## src/rtl/cdr_lock_sequencer_pkg.sv

```systemverilog
// Shared types and default timing for the CDR bring-up sequencer.
// The state encoding is read back over JTAG, so the numeric values must stay fixed.
package cdr_seq_pack;

   typedef enum logic [3:0] {
      IDLE    = 4'd0,
      INBUF   = 4'd1,
      V2T     = 4'd2,
      RELEASE = 4'd3,
      EXT_PI  = 4'd4,
      ACQ     = 4'd5,
      RECORD  = 4'd6,
      DONE    = 4'd7,
      FAIL    = 4'd8
   } cdr_seq_state_t;

   localparam int DEF_PD_WIDTH    = 10;
   localparam int DEF_T_STEP      = 64;
   localparam int DEF_T_EXT_PI    = 1024;
   localparam int DEF_LOCK_THRESH = 4;
   localparam int DEF_LOCK_COUNT  = 256;
   localparam int DEF_TIMEOUT     = 65536;
   localparam int DEF_RECORD_LEN  = 512;

   typedef struct packed {
      logic en_inbuf;
      logic en_v2t;
      logic int_rstb;
      logic en_ext_pi_ctl_cdr;
      logic locked;
      logic record_en;
      logic done;
      logic fail;
   } cdr_seq_out_t;

   function automatic int max_of(input int a, input int b);
      return (a > b) ? a : b;
   endfunction

   // Enables accumulate through bring-up and stay on in DONE/FAIL; FAIL hands the PI back to the external code.
   function automatic cdr_seq_out_t seq_decode(input cdr_seq_state_t s);
      cdr_seq_out_t o;
      o = '0;
      o.en_ext_pi_ctl_cdr = 1'b1;
      case (s)
         INBUF: begin
            o.en_inbuf = 1'b1;
         end
         V2T: begin
            o.en_inbuf = 1'b1;
            o.en_v2t   = 1'b1;
         end
         RELEASE, EXT_PI: begin
            o.en_inbuf = 1'b1;
            o.en_v2t   = 1'b1;
            o.int_rstb = 1'b1;
         end
         ACQ: begin
            o.en_inbuf          = 1'b1;
            o.en_v2t            = 1'b1;
            o.int_rstb          = 1'b1;
            o.en_ext_pi_ctl_cdr = 1'b0;
         end
         RECORD: begin
            o.en_inbuf          = 1'b1;
            o.en_v2t            = 1'b1;
            o.int_rstb          = 1'b1;
            o.en_ext_pi_ctl_cdr = 1'b0;
            o.locked            = 1'b1;
            o.record_en         = 1'b1;
         end
         DONE: begin
            o.en_inbuf          = 1'b1;
            o.en_v2t            = 1'b1;
            o.int_rstb          = 1'b1;
            o.en_ext_pi_ctl_cdr = 1'b0;
            o.locked            = 1'b1;
            o.done              = 1'b1;
         end
         FAIL: begin
            o.en_inbuf = 1'b1;
            o.en_v2t   = 1'b1;
            o.int_rstb = 1'b1;
            o.fail     = 1'b1;
         end
         default: begin
            o.en_inbuf = 1'b0;
         end
      endcase
      return o;
   endfunction

endpackage

```

## src/rtl/cdr_lock_sequencer_if.sv

```systemverilog
// Control/status bundle between the JTAG test-control side (master) and the sequencer (slave).
// relock_cnt exists only when CDR_RELOCK_EN is defined.
interface cdr_lock_sequencer_if #(
   parameter int PD_WIDTH = 10
);

   logic                       start;
   logic                       abort;
   logic                       pd_valid;
   logic signed [PD_WIDTH-1:0] pd_err;
   logic                       en_inbuf;
   logic                       en_v2t;
   logic                       int_rstb;
   logic                       en_ext_pi_ctl_cdr;
   logic                       locked;
   logic                       record_en;
   logic                       done;
   logic                       fail;
   logic [3:0]                 state;
`ifdef CDR_RELOCK_EN
   logic [7:0]                 relock_cnt;
`endif

   modport master (
      output start, abort, pd_valid, pd_err,
      input  en_inbuf, en_v2t, int_rstb, en_ext_pi_ctl_cdr, locked, record_en, done, fail,
`ifdef CDR_RELOCK_EN
      input  relock_cnt,
`endif
      input  state
   );

   modport slave (
      input  start, abort, pd_valid, pd_err,
      output en_inbuf, en_v2t, int_rstb, en_ext_pi_ctl_cdr, locked, record_en, done, fail,
`ifdef CDR_RELOCK_EN
      output relock_cnt,
`endif
      output state
   );

endinterface

```

## src/rtl/cdr_lock_sequencer_lock_detector.sv

```systemverilog
// Lock detector: counts consecutive in-window phase-detector samples.
// lock reflects the count about to be stored, so the sequencer can act on the sample that completes the run.
module cdr_lock_detector #(
   parameter int PD_WIDTH    = 10,
   parameter int LOCK_THRESH = 4,
   parameter int LOCK_COUNT  = 256
) (
   input  logic                       clk,
   input  logic                       rstb,
   input  logic                       clr,
   input  logic                       pd_valid,
   input  logic signed [PD_WIDTH-1:0] pd_err,
   output logic                       lock
);

   localparam int MW  = PD_WIDTH + 1;
   localparam int LCW = $clog2(LOCK_COUNT) + 1;
   localparam logic [LCW-1:0] LOCK_FULL = LCW'(LOCK_COUNT);
   localparam logic [LCW-1:0] LCNT_ONE  = LCW'(1);
   localparam logic [MW-1:0]  THRESH    = MW'(LOCK_THRESH);

   logic signed [MW-1:0] err_ext;
   logic [MW-1:0]        err_mag;
   logic                 in_window;
   logic [LCW-1:0]       cnt_q;
   logic [LCW-1:0]       cnt_d;

   // One extra bit keeps |most negative code| representable.
   assign err_ext   = {pd_err[PD_WIDTH-1], pd_err};
   assign err_mag   = err_ext[MW-1] ? -err_ext : err_ext;
   assign in_window = (err_mag <= THRESH);

   always_comb begin
      cnt_d = cnt_q;
      if (clr) begin
         cnt_d = '0;
      end else if (pd_valid) begin
         if (!in_window) begin
            cnt_d = '0;
         end else if (cnt_q != LOCK_FULL) begin
            cnt_d = cnt_q + LCNT_ONE;
         end
      end
   end

   assign lock = (cnt_d == LOCK_FULL);

   always_ff @(posedge clk or negedge rstb) begin
      if (!rstb) begin
         cnt_q <= '0;
      end else begin
         cnt_q <= cnt_d;
      end
   end

endmodule

```

## src/rtl/cdr_lock_sequencer.sv

```systemverilog
// Deterministic RX front-end / MM CDR bring-up sequencer with lock detection and record window.
// Define CDR_RELOCK_EN to drop back to acquisition on a large phase error during RECORD.
module cdr_lock_sequencer
   import cdr_seq_pack::*;
#(
   parameter int PD_WIDTH    = DEF_PD_WIDTH,
   parameter int T_STEP      = DEF_T_STEP,
   parameter int T_EXT_PI    = DEF_T_EXT_PI,
   parameter int LOCK_THRESH = DEF_LOCK_THRESH,
   parameter int LOCK_COUNT  = DEF_LOCK_COUNT,
   parameter int TIMEOUT     = DEF_TIMEOUT,
   parameter int RECORD_LEN  = DEF_RECORD_LEN
) (
   input logic                 clk,
   input logic                 rstb,
   cdr_lock_sequencer_if.slave bus
);

   localparam int CW = $clog2(max_of(max_of(T_STEP, T_EXT_PI), max_of(RECORD_LEN, TIMEOUT))) + 1;
   localparam logic [CW-1:0] LOAD_STEP    = CW'(T_STEP - 1);
   localparam logic [CW-1:0] LOAD_EXT     = CW'(T_EXT_PI - 1);
   localparam logic [CW-1:0] LOAD_TIMEOUT = CW'(TIMEOUT - 1);
   localparam logic [CW-1:0] LOAD_RECORD  = CW'(RECORD_LEN - 1);
   localparam logic [CW-1:0] CNT_ONE      = CW'(1);

   cdr_seq_state_t state_q;
   cdr_seq_state_t state_d;
   logic [CW-1:0]  cnt_q;
   logic [CW-1:0]  cnt_d;
   cdr_seq_out_t   out_q;
   logic           start_q;
   logic           start_edge;
   logic           lock;
   logic           lock_clr;
   logic           relock_hit;

   assign start_edge = bus.start & ~start_q;
   // Holding the detector clear outside ACQ guarantees a fresh count on every entry.
   assign lock_clr   = (state_q != ACQ);

   cdr_lock_detector #(
      .PD_WIDTH   (PD_WIDTH),
      .LOCK_THRESH(LOCK_THRESH),
      .LOCK_COUNT (LOCK_COUNT)
   ) u_lock_det (
      .clk     (clk),
      .rstb    (rstb),
      .clr     (lock_clr),
      .pd_valid(bus.pd_valid),
      .pd_err  (bus.pd_err),
      .lock    (lock)
   );

`ifdef CDR_RELOCK_EN
   localparam int MW = PD_WIDTH + 1;
   localparam logic [MW-1:0] RELOCK_LIMIT = MW'(4 * LOCK_THRESH);

   logic signed [MW-1:0] err_ext;
   logic [MW-1:0]        err_mag;
   logic [7:0]           relock_q;

   assign err_ext    = {bus.pd_err[PD_WIDTH-1], bus.pd_err};
   assign err_mag    = err_ext[MW-1] ? -err_ext : err_ext;
   assign relock_hit = (state_q == RECORD) && bus.pd_valid && (err_mag > RELOCK_LIMIT);

   always_ff @(posedge clk or negedge rstb) begin
      if (!rstb) begin
         relock_q <= '0;
      end else if (bus.abort) begin
         relock_q <= '0;
      end else if (relock_hit && (state_d == ACQ) && (relock_q != 8'hFF)) begin
         relock_q <= relock_q + 8'd1;
      end
   end

   assign bus.relock_cnt = relock_q;
`else
   assign relock_hit = 1'b0;
`endif

   // Next state plus shared down-counter; abort overrides everything, lock beats timeout.
   always_comb begin
      state_d = state_q;
      case (state_q)
         IDLE:    if (start_edge) state_d = INBUF;
         INBUF:   if (cnt_q == '0) state_d = V2T;
         V2T:     if (cnt_q == '0) state_d = RELEASE;
         RELEASE: if (cnt_q == '0) state_d = EXT_PI;
         EXT_PI:  if (cnt_q == '0) state_d = ACQ;
         ACQ: begin
            if (lock) begin
               state_d = RECORD;
            end else if (cnt_q == '0) begin
               state_d = FAIL;
            end
         end
         RECORD: begin
            if (relock_hit) begin
               state_d = ACQ;
            end else if (cnt_q == '0) begin
               state_d = DONE;
            end
         end
         DONE, FAIL: state_d = state_q;
         default:    state_d = IDLE;
      endcase
      if (bus.abort) begin
         state_d = IDLE;
      end

      cnt_d = (cnt_q != '0) ? (cnt_q - CNT_ONE) : cnt_q;
      if (state_d != state_q) begin
         case (state_d)
            INBUF, V2T, RELEASE: cnt_d = LOAD_STEP;
            EXT_PI:              cnt_d = LOAD_EXT;
            ACQ:                 cnt_d = LOAD_TIMEOUT;
            RECORD:              cnt_d = LOAD_RECORD;
            default:             cnt_d = '0;
         endcase
      end
   end

   // Outputs are decoded from the next state so they register together with it.
   always_ff @(posedge clk or negedge rstb) begin
      if (!rstb) begin
         state_q <= IDLE;
         cnt_q   <= '0;
         start_q <= 1'b0;
         out_q   <= seq_decode(IDLE);
      end else begin
         state_q <= state_d;
         cnt_q   <= cnt_d;
         start_q <= bus.start;
         out_q   <= seq_decode(state_d);
      end
   end

   assign bus.en_inbuf          = out_q.en_inbuf;
   assign bus.en_v2t            = out_q.en_v2t;
   assign bus.int_rstb          = out_q.int_rstb;
   assign bus.en_ext_pi_ctl_cdr = out_q.en_ext_pi_ctl_cdr;
   assign bus.locked            = out_q.locked;
   assign bus.record_en         = out_q.record_en;
   assign bus.done              = out_q.done;
   assign bus.fail              = out_q.fail;
   assign bus.state             = state_q;

endmodule

```

## src/flat_wrapper.sv

```systemverilog
// flat-port wrapper written by rule: the top's interface ports become plain ports
module cdr_lock_sequencer_flat import cdr_seq_pack::*;
#(
   parameter int PD_WIDTH    = DEF_PD_WIDTH,
   parameter int T_STEP      = DEF_T_STEP,
   parameter int T_EXT_PI    = DEF_T_EXT_PI,
   parameter int LOCK_THRESH = DEF_LOCK_THRESH,
   parameter int LOCK_COUNT  = DEF_LOCK_COUNT,
   parameter int TIMEOUT     = DEF_TIMEOUT,
   parameter int RECORD_LEN  = DEF_RECORD_LEN
)
  (clk, rstb, bus_start, bus_abort, bus_pd_valid, bus_pd_err, bus_en_inbuf, bus_en_v2t, bus_int_rstb, bus_en_ext_pi_ctl_cdr, bus_locked, bus_record_en, bus_done, bus_fail, bus_state);
  cdr_lock_sequencer_if #(.PD_WIDTH(PD_WIDTH)) bus_i ();
  input logic clk;
  input logic rstb;
  input wire logic [$bits(bus_i.start)-1:0] bus_start;
  input wire logic [$bits(bus_i.abort)-1:0] bus_abort;
  input wire logic [$bits(bus_i.pd_valid)-1:0] bus_pd_valid;
  input wire logic [$bits(bus_i.pd_err)-1:0] bus_pd_err;
  output wire logic [$bits(bus_i.en_inbuf)-1:0] bus_en_inbuf;
  output wire logic [$bits(bus_i.en_v2t)-1:0] bus_en_v2t;
  output wire logic [$bits(bus_i.int_rstb)-1:0] bus_int_rstb;
  output wire logic [$bits(bus_i.en_ext_pi_ctl_cdr)-1:0] bus_en_ext_pi_ctl_cdr;
  output wire logic [$bits(bus_i.locked)-1:0] bus_locked;
  output wire logic [$bits(bus_i.record_en)-1:0] bus_record_en;
  output wire logic [$bits(bus_i.done)-1:0] bus_done;
  output wire logic [$bits(bus_i.fail)-1:0] bus_fail;
  output wire logic [$bits(bus_i.state)-1:0] bus_state;
  assign bus_i.start = bus_start;
  assign bus_i.abort = bus_abort;
  assign bus_i.pd_valid = bus_pd_valid;
  assign bus_i.pd_err = bus_pd_err;
  assign bus_en_inbuf = bus_i.en_inbuf;
  assign bus_en_v2t = bus_i.en_v2t;
  assign bus_int_rstb = bus_i.int_rstb;
  assign bus_en_ext_pi_ctl_cdr = bus_i.en_ext_pi_ctl_cdr;
  assign bus_locked = bus_i.locked;
  assign bus_record_en = bus_i.record_en;
  assign bus_done = bus_i.done;
  assign bus_fail = bus_i.fail;
  assign bus_state = bus_i.state;
  cdr_lock_sequencer #(.PD_WIDTH(PD_WIDTH), .T_STEP(T_STEP), .T_EXT_PI(T_EXT_PI), .LOCK_THRESH(LOCK_THRESH), .LOCK_COUNT(LOCK_COUNT), .TIMEOUT(TIMEOUT), .RECORD_LEN(RECORD_LEN)) u_core (.clk(clk), .rstb(rstb), .bus(bus_i));
endmodule
```

## config.mk

```make
export PLATFORM = sky130hd
export DESIGN_NAME = cdr_lock_sequencer_flat
export DESIGN_NICKNAME = d
export VERILOG_FILES = /design/src/rtl/cdr_lock_sequencer_pkg.sv /design/src/rtl/cdr_lock_sequencer_if.sv /design/src/rtl/cdr_lock_sequencer_lock_detector.sv /design/src/rtl/cdr_lock_sequencer.sv /design/src/flat_wrapper.sv
export SDC_FILE = /design/constraint.sdc
export NUM_CORES = 1
export LEC_CHECK = 0
export ABC_AREA = 1
export BUFFER_PORTS_ARGS = -buffer_cell sky130_fd_sc_hd__clkbuf_2
export CAP_MARGIN = 20
export CORE_ASPECT_RATIO = 1.4
export CORE_MARGIN = 2
export CORE_UTILIZATION = 59
export DETAILED_ROUTE_END_ITERATION = 8
export HOLD_SLACK_MARGIN = 0.03
export PLACE_DENSITY = 0.91
export SETUP_SLACK_MARGIN = 0.1
export SLEW_MARGIN = 30
export SYNTH_ARGS = -nofsm -noshare
export SYNTH_HDL_FRONTEND = slang
export SYNTH_SLANG_ARGS = --single-unit
```

## constraint.sdc

```tcl
create_clock -name clk -period 2.8 [get_ports clk]
set_input_delay 0.56 -clock clk [delete_from_list [all_inputs] [get_ports clk]]
set_output_delay 0.56 -clock clk [all_outputs]
set_load 0.03 [all_outputs]
```

**Yosys cells after proc, flatten, opt, wreduce, memory -nomap -nowiden**

Index checks and enable logic that the tools add are counted.

- Register bits: 39
- Bits in latches: 0
- Memory bits (writable): 0
- ROM bits: 0
- Output and inout port bits: 12
- Memories kept: 0

- $add $sub $neg: 3
- Multiply operators: 0
- Divide/modulo/power cells: 0
- Order comparisons: 1
- Equal/unequal tests: 20
- Shift operators: 0
- Mux-type cells: 26
- Bitwise logic cells: 2
- Reductions and logical operators: 11

Operators with widths:

| operator | number |
|---|---|
| $pmux W16 S4 | 1 |
| $mux W4 | 9 |
| $mux W9 | 4 |
| $mux W17 | 2 |
| $eq A4 B3 Y1 const B | 8 |
| $pmux W4 S8 | 1 |
| $logic_not A17 Y1 | 1 |
| $reduce_bool A17 Y1 | 1 |
| $sub A17 B1 Y17 const B | 1 |
| $eq A4 B2 Y1 const B | 4 |
| $le A11 B3 Y1 const B | 1 |
| $mux W11 | 1 |
| $neg A10 Y11 | 1 |
| $add A9 B1 Y9 const B | 1 |
| $eq A9 B9 Y1 const B | 1 |
| $ne A9 B9 Y1 const B | 1 |
| $eq A4 B1 Y1 const B | 2 |
| $eq A4 B4 Y1 const B | 2 |
| $mux W1 | 8 |
| $reduce_or A8 Y1 | 1 |
| $reduce_or A7 Y1 | 1 |
| $reduce_or A3 Y1 | 2 |
| $reduce_or A6 Y1 | 1 |
| $logic_not A4 Y1 | 1 |
| 6 further kinds | 7 |

**Logic depth before layout (Yosys ltp)**

- Depth after elaboration: 14
- Gate-level depth with buffers: 26
- Mapped depth without buffers: 25

**Cells and area by module**

Synthesis repeated with hierarchy kept, for this count alone.

- Cell total of the unflattened synthesis: 367
- Area total of the unflattened synthesis: 2,686.3 um^2

Modules (own cells, without submodules):

| module | times used | cells an instance | area each (um^2) | seq. area each (um^2) |
|---|---|---|---|---|
| cdr_lock_sequencer | 1 | 232 | 1,846.8 | 752.0 |
| cdr_lock_detector | 1 | 135 | 839.6 | 225.2 |

**Worst setup path before layout**

No wires, ideal clock.

- Path type: in2reg
- Start: in bus_pd_err[0]
- End: reg u_core.cnt_q[10]
- Library setup time: 0.127 ns
- Arrival: 2.580 ns
- Data required time: 2.673 ns
- Path slack: 0.093 ns
- Cell stages on the path: 24
- Cells stage by stage: inv_1 ha_1 inv_1 nand2_1 nand2_1 nand4_1 nand2_1 nand2_1 nand2_1 buf_6 nand2_1 nand2_1 nor2_2 nand3_2 nand2_2 nand2_4 nand2_4 nand2_1 nand2_2 nor2_8 nand3_4 nor2_4 buf_6 a21oi_1

- Cells in the longest elaborated chain, start to end: 14
- Elaborated cells between the ends (all ways): 21
- Those cells by class: 1 x add/sub; 1 x order compare; 8 x eq/ne; 9 x mux; 2 x reduce/logical

Ends and longest elaborated chain:

| element | RTL line | source |
|---|---|---|
| from (decl) | flat_wrapper.sv:19 | `input wire logic [$bits(bus_i.pd_err)-1:0] bus_pd_err;` |
| $neg A10 Y11 | cdr_lock_sequencer_lock_detector.sv:30 | `assign err_mag = err_ext[MW-1] ? -err_ext : err_ext;` |
| $mux W11 * | cdr_lock_sequencer_lock_detector.sv:30 |  |
| $le A11 B3 Y1 * | cdr_lock_sequencer_lock_detector.sv:31 | `assign in_window = (err_mag <= THRESH);` |
| $mux W9 * | cdr_lock_sequencer_lock_detector.sv:38 | `if (!in_window) begin` |
| $mux W9 * | cdr_lock_sequencer_lock_detector.sv:37 | `end else if (pd_valid) begin` |
| $mux W9 * | cdr_lock_sequencer_lock_detector.sv:35 | `if (clr) begin` |
| $eq A9 B9 Y1 * | cdr_lock_sequencer_lock_detector.sv:46 | `assign lock = (cnt_d == LOCK_FULL);` |
| $mux W4 * | cdr_lock_sequencer.sv:91 | `if (lock) begin` |
| $pmux W4 S8 * | cdr_lock_sequencer.sv:84 | `case (state_q)` |
| $mux W4 * | cdr_lock_sequencer.sv:107 | `if (bus.abort) begin` |
| $eq A4 B1 Y1 or $eq A4 B2 Y1 (tied branches) | cdr_lock_sequencer.sv:113 | `case (state_d)` |
| $reduce_or A3 Y1 | cdr_lock_sequencer.sv:113 |  |
| $pmux W16 S4 | cdr_lock_sequencer.sv:113 |  |
| $mux W17 | cdr_lock_sequencer.sv:112 | `if (state_d != state_q) begin` |
| to (signal assigned) | cdr_lock_sequencer.sv:132 | `cnt_q <= cnt_d;` |
| to (decl) | cdr_lock_sequencer.sv:28 | `logic [CW-1:0] cnt_q;` |

Mark *: on every way between the ends. The rest lies on a longest branch, timed or not.
A chain may end at the register's enable or synchronous reset.

**Worst setup path in the final report**

- Start: reg u_core.cnt_q[0]
- End: reg u_core.cnt_q[16]

- Cells in the longest elaborated chain, start to end: 7
- Elaborated cells between the ends (all ways): 16
- Those cells by class: 1 x add/sub; 1 x eq/ne; 11 x mux; 3 x reduce/logical

Ends and longest elaborated chain:

| element | RTL line | source |
|---|---|---|
| $logic_not A17 Y1 | -- |  |
| $mux W4 | cdr_lock_sequencer.sv:93 | `end else if (cnt_q == '0) begin` |
| $mux W4 | cdr_lock_sequencer.sv:91 |  |
| $pmux W4 S8 | cdr_lock_sequencer.sv:84 |  |
| $mux W4 | cdr_lock_sequencer.sv:107 |  |
| $ne A4 B4 Y1 | cdr_lock_sequencer.sv:112 |  |
| $mux W17 or $reduce_bool A2 Y1 (tied branches) | -- |  |

Parallel ways exist; a longest one is shown, timed or not. The select of a mux whose other input is x is not followed.

==> run_summary.xml <==
<?xml version="1.0" encoding="UTF-8"?>
<metrics>
  <group name="synth">
    <metric name="yosysUniqueCellTypes" unit="">36</metric>
    <metric name="synth_top_flop_cell" unit="">sky130_fd_sc_hd__dfrtp_1</metric>
    <metric name="asr_flop_ratio_synth" unit="%">100</metric>
    <metric name="synth_largest_type_area_fraction" unit="%">34.6</metric>
    <metric name="post-synth-top-area-cell" unit="">sky130_fd_sc_hd__dfrtp_1</metric>
    <metric name="syn-num-nets" unit="">416</metric>
    <metric name="number_of_synthesized_register_bits" unit="">39</metric>
    <metric name="number_of_enable_type_register_cells_in_the_synthesized_netlist" unit="">0</metric>
    <metric name="synth_area" unit="sq um">2750</metric>
    <metric name="postSynthCellCount" unit="">397</metric>
    <metric name="yosysWarningCount" unit="">0</metric>
    <metric name="post_synth_main_area_contributors" unit="">sky130_fd_sc_hd__dfrtp_1, sky130_fd_sc_hd__nand2_1, sky130_fd_sc_hd__inv_1</metric>
    <metric name="synthesized_area_per_cell" unit="sq um">6.92</metric>
    <metric name="seq_area_frac_synth" unit="%">35.6</metric>
  </group>
  <group name="routing">
    <metric name="via_count" unit="">3237</metric>
    <metric name="met3_length" unit="um">666</metric>
    <metric name="met2RoutedLength" unit="um">5170</metric>
    <metric name="drcViolationCount" unit="">0</metric>
    <metric name="routed_wire_length" unit="um">9990</metric>
    <metric name="drtPass1Iterations" unit="">5</metric>
    <metric name="post_drt_wl_per_cell" unit="um">18.2</metric>
    <metric name="routed_via_density" unit="">5.91</metric>
    <metric name="m1WireLength" unit="um">3380</metric>
    <metric name="drt-initial-drc-count" unit="">330</metric>
    <metric name="antenna_left" unit="">0</metric>
    <metric name="highest-signal-layer" unit="">met4</metric>
  </group>
  <group name="sta">
    <metric name="final-hold-violation-count" unit="">0</metric>
    <metric name="fin_crit_sh" unit="%">110</metric>
    <metric name="f_max" unit="MHz">324</metric>
    <metric name="setup_violations" unit="">17</metric>
    <metric name="worst-slew-pin-transition" unit="ns">0.501</metric>
    <metric name="fin_worst_hold_slack" unit="ns">0.213</metric>
    <metric name="slew_headroom" unit="%">66.6</metric>
    <metric name="period_minus_slack" unit="ns">3.08</metric>
    <metric name="final_critical_path_setup_slack" unit="ns">-0.285</metric>
    <metric name="timing_max_transition_violations_final" unit="">0</metric>
    <metric name="rsz0062_at_grt" unit="">yes</metric>
    <metric name="final.setup_skew" unit="ns">0.00754</metric>
  </group>
  <group name="floorplan">
    <metric name="placeableCoreArea" unit="sq um">4500</metric>
    <metric name="pin_count" unit="">27</metric>
    <metric name="fp.dieW" unit="um">61.7</metric>
    <metric name="dieHeight" unit="um">84.7</metric>
    <metric name="die_ar" unit="sq um">5220</metric>
    <metric name="initial_utilization" unit="%">61.0</metric>
    <metric name="placementRows" unit="">29</metric>
  </group>
  <group name="setup_path">
    <metric name="crit_end" unit="">u_core.cnt_q[16]</metric>
    <metric name="crit_path_start_kind" unit="">register</metric>
    <metric name="r2r_setup_slack" unit="ns">-0.28</metric>
    <metric name="worst-path-max-fanout" unit="">6</metric>
    <metric name="setup.worst_path.start" unit="">u_core.cnt_q[0]</metric>
    <metric name="critPathRequiredTime" unit="ns">2.98</metric>
    <metric name="arrival" unit="ns">3.26</metric>
    <metric name="rr_startpoint" unit="">u_core.cnt_q[0]</metric>
    <metric name="cpMaxStageDelayCell" unit="">sky130_fd_sc_hd__dfrtp_1</metric>
    <metric name="crit_end_element" unit="">register</metric>
    <metric name="cp_cell_sequence" unit="">inv_2 &gt; ha_4 &gt; buf_6 &gt; nand4_1 &gt; nor3_2 &gt; nand2_1 &gt; nor2_2 &gt; nand3_2 &gt; inv_2 &gt; o21bai_1 &gt; nor2_2 &gt; nand2_4 &gt; nand3_4 &gt; nand2_4 &gt; nor2_8 &gt; nand3_4 &gt; buf_4 &gt; a211oi_1</metric>
    <metric name="timing.rr.end" unit="">u_core.cnt_q[16]</metric>
    <metric name="worst_path_largest_cell_delay" unit="ns">0.41</metric>
    <metric name="rr_worst_depth" unit="">18</metric>
    <metric name="type_of_the_worst_setup_path" unit="">reg2reg</metric>
  </group>
  <group name="final_layout">
    <metric name="nNetsFinal" unit="">504</metric>
    <metric name="diodes" unit="">0</metric>
    <metric name="combined_area_of_the_multi_input_logic_cells" unit="sq um">1810</metric>
    <metric name="post_layout_nonfiller_instances" unit="">548</metric>
    <metric name="drive_above_1_share" unit="%">43.8</metric>
    <metric name="sequential_cell_area" unit="sq um">977</metric>
    <metric name="layout-area-overhead-vs-synth" unit="%">41.7</metric>
    <metric name="filler_cell_count" unit="">230</metric>
  </group>
  <group name="job">
    <metric name="maxCapViolations" unit="">0</metric>
  </group>
  <group name="clocking">
    <metric name="tritoncts.num_buffers" unit="">5</metric>
    <metric name="cts.root.buffer_cell" unit="">sky130_fd_sc_hd__clkbuf_8</metric>
    <metric name="cts_tree" unit="">yes</metric>
    <metric name="clock_pin_slew_on_the_worst_setup_and_hold_paths" unit="ns">0.09</metric>
    <metric name="clock_tree.buffer_depth" unit="">2</metric>
    <metric name="clock_sinks" unit="">39</metric>
    <metric name="clk_latency" unit="ns">0.31</metric>
    <metric name="cts_max_level" unit="">2</metric>
    <metric name="post_cts_hold_buffer_count" unit="">0</metric>
  </group>
  <group name="global_route">
    <metric name="grt_pass1_vias" unit="">2970</metric>
    <metric name="maximum_number_of_pins_on_one_net_before_global_route_repair" unit="">40</metric>
    <metric name="grt_first_pass_wirelength" unit="um">13200</metric>
    <metric name="grt.total_usage" unit="%">33.9</metric>
    <metric name="antenna_violations_before_repair" unit="">0</metric>
    <metric name="globalRouteOverflowTotal" unit="">0</metric>
  </group>
  <group name="place">
    <metric name="placed_cells_incl_taps" unit="">514</metric>
    <metric name="routabilityCongestion" unit="">0.981</metric>
    <metric name="place.port_buffers" unit="">26</metric>
    <metric name="hpwl" unit="um">5180</metric>
  </group>
  <group name="power_and_ir_drop">
    <metric name="power.density" unit="nW/um^2">663</metric>
    <metric name="ir_worst_vdd" unit="uV">615</metric>
    <metric name="leakage" unit="uW">0.00202</metric>
  </group>
  <group name="run_status">
    <metric name="failed_checks" unit="">setup timing</metric>
    <metric name="status" unit="">finished, violations left</metric>
  </group>
  <group name="worst_hold_path">
    <metric name="hold_class" unit="">in2async</metric>
  </group>
</metrics>
## layout make-up
cell class	instances	area share [%]
inverters	64	6.20
multi-input cells	288	46.5
well taps	62	1.99
clock inverters	3	1.13
clock buffers	5	1.77
flip-flops and latches	39	25.1
repair buffers	87	17.3
## sequential cells by signal, indices dropped and copies added (netlist names)
name / flops
u_core.cnt_q: 17
u_core.u_lock_det.cnt_q: 9
u_core.bus.state: 4
u_core.bus.done: 1
u_core.bus.en_ext_pi_ctl_cdr: 1
u_core.bus.en_inbuf: 1
u_core.bus.en_v2t: 1
u_core.bus.fail: 1
u_core.bus.int_rstb: 1
u_core.bus.locked: 1
u_core.bus.record_en: 1
u_core.start_q: 1
## cells in the final DEF (no fill, tap or decap), drive strengths merged
master,Yosys,layout
nor4,1,1
a21oi,17,17
o21ai,10,10
o211ai,2,2
xnor2,3,3
ha,4,4
o32ai,1,1
nand3b,2,2
nand4,23,23
a211oi,1,1
bufinv,0,1
o31ai,1,1
o21bai,1,1
clkbuf,0,30
dfstp,1,1
inv,62,63
clkinv,2,3
nor2,65,65
nand2,111,112
xor2,5,5
nor3,9,9
dfrtp,38,38
nand3,31,31
buf,7,62
## synthesized netlist by cell type (2+ instances only)
library cell	n
sky130_fd_sc_hd__nand2_1	98
sky130_fd_sc_hd__inv_1	58
sky130_fd_sc_hd__nor2_1	57
sky130_fd_sc_hd__dfrtp_1	38
sky130_fd_sc_hd__nand3_1	29
sky130_fd_sc_hd__nand4_1	23
sky130_fd_sc_hd__a21oi_1	14
sky130_fd_sc_hd__nand2_2	9
sky130_fd_sc_hd__o21ai_0	9
sky130_fd_sc_hd__nor3_1	7
sky130_fd_sc_hd__nor2_2	5
sky130_fd_sc_hd__xor2_1	5
sky130_fd_sc_hd__ha_1	4
sky130_fd_sc_hd__inv_2	4
sky130_fd_sc_hd__nand2_4	4
sky130_fd_sc_hd__a21oi_2	3
sky130_fd_sc_hd__buf_6	3
sky130_fd_sc_hd__xnor2_1	3
sky130_fd_sc_hd__buf_2	2
sky130_fd_sc_hd__buf_4	2
sky130_fd_sc_hd__nand3b_1	2
sky130_fd_sc_hd__nor2_4	2
sky130_fd_sc_hd__nor3_2	2
sky130_fd_sc_hd__o211ai_1	2
## where the power goes
| group | internal (uW) | total, uW | switching, uW |
|---|---|---|---|
| registers | 667 | 797 | 130 |
| logic | 562 | 1290 | 731 |
| clock network | 266 | 492 | 227 |
| total | 1500 | 2580 | 1090 |
## worst min path at each step
stage / from / endpoint / slack [ns] / depth (start not counted)
6_report: rstb / u_core.cnt_q[0] / 0.21 / 1
5_1_grt: rstb / u_core.cnt_q[0] / 0.25 / 1
4_1_cts: bus_start / u_core.start_q / 0.38 / 1
3_5_place_dp: u_core.cnt_q[1] / u_core.cnt_q[1] / 0.47 / 2
3_3_place_gp: u_core.cnt_q[1] / u_core.cnt_q[1] / 0.47 / 2
2_1_floorplan: rstb / u_core.bus.done / 0.26 / 0
## critical path: cells and delay by family, from the launching register on
kind                       cells  cell delay (ns)
AOI/OAI and AO/OA              2             0.41
buffers and inverters          4             0.47
adders and majority gates      1             0.16
DFF                            1             0.41
and+or+nand+nor               11             1.49
## what timing repair did
action	in CTS	in global routing
pin swaps	26	42
setup endpoints to repair	17	25
cloned	2	0
setup buffers	11	13
gates resized for setup	30	61
## metal layers
| metal | up-vias | global-route usage [%] |
|---|---|---|
| li1 | 1444 | - |
| met1 | 1512 | 34.4 |
| met2 | 212 | 59.2 |
| met3 | 69 | 7.24 |
| met4 | 0 | 21.5 |
| met5 | - | 0 |
## kinds of logic (layout without fill, tap and decap cells)
| logic type | after synthesis | in the layout | share of synthesized area, % |
|---|---|---|---|
| flops | 39 | 39 | 35.6 |
| xor+xnor | 8 | 8 | 2.55 |
| compound gates | 33 | 33 | 7.02 |
| simple gates | 242 | 243 | 42.1 |
| buf+inv | 71 | 159 | 10.9 |
| fa+ha+maj | 4 | 4 | 1.82 |
## metrics by stage
| stage | setup slack, ns | total power (uW) | area (sq um) | utilization [%] | TNS (ns) |
|---|---|---|---|---|---|
| floorplan | 0.108 | 1410 | 2820 | - | 0 |
| global placement | -0.110 | 1600 | 3260 | 72.5 | -0.725 |
| detailed placement | -0.289 | 1640 | 3260 | 72.5 | -3.69 |
| CTS | 0.0517 | 2280 | 3570 | 79.4 | 0 |
| global route | -0.530 | 2700 | 3890 | 86.5 | -7.53 |
| finish | -0.285 | 2580 | 3890 | 86.5 | -3.65 |
(Power assumes the default switching activity.)
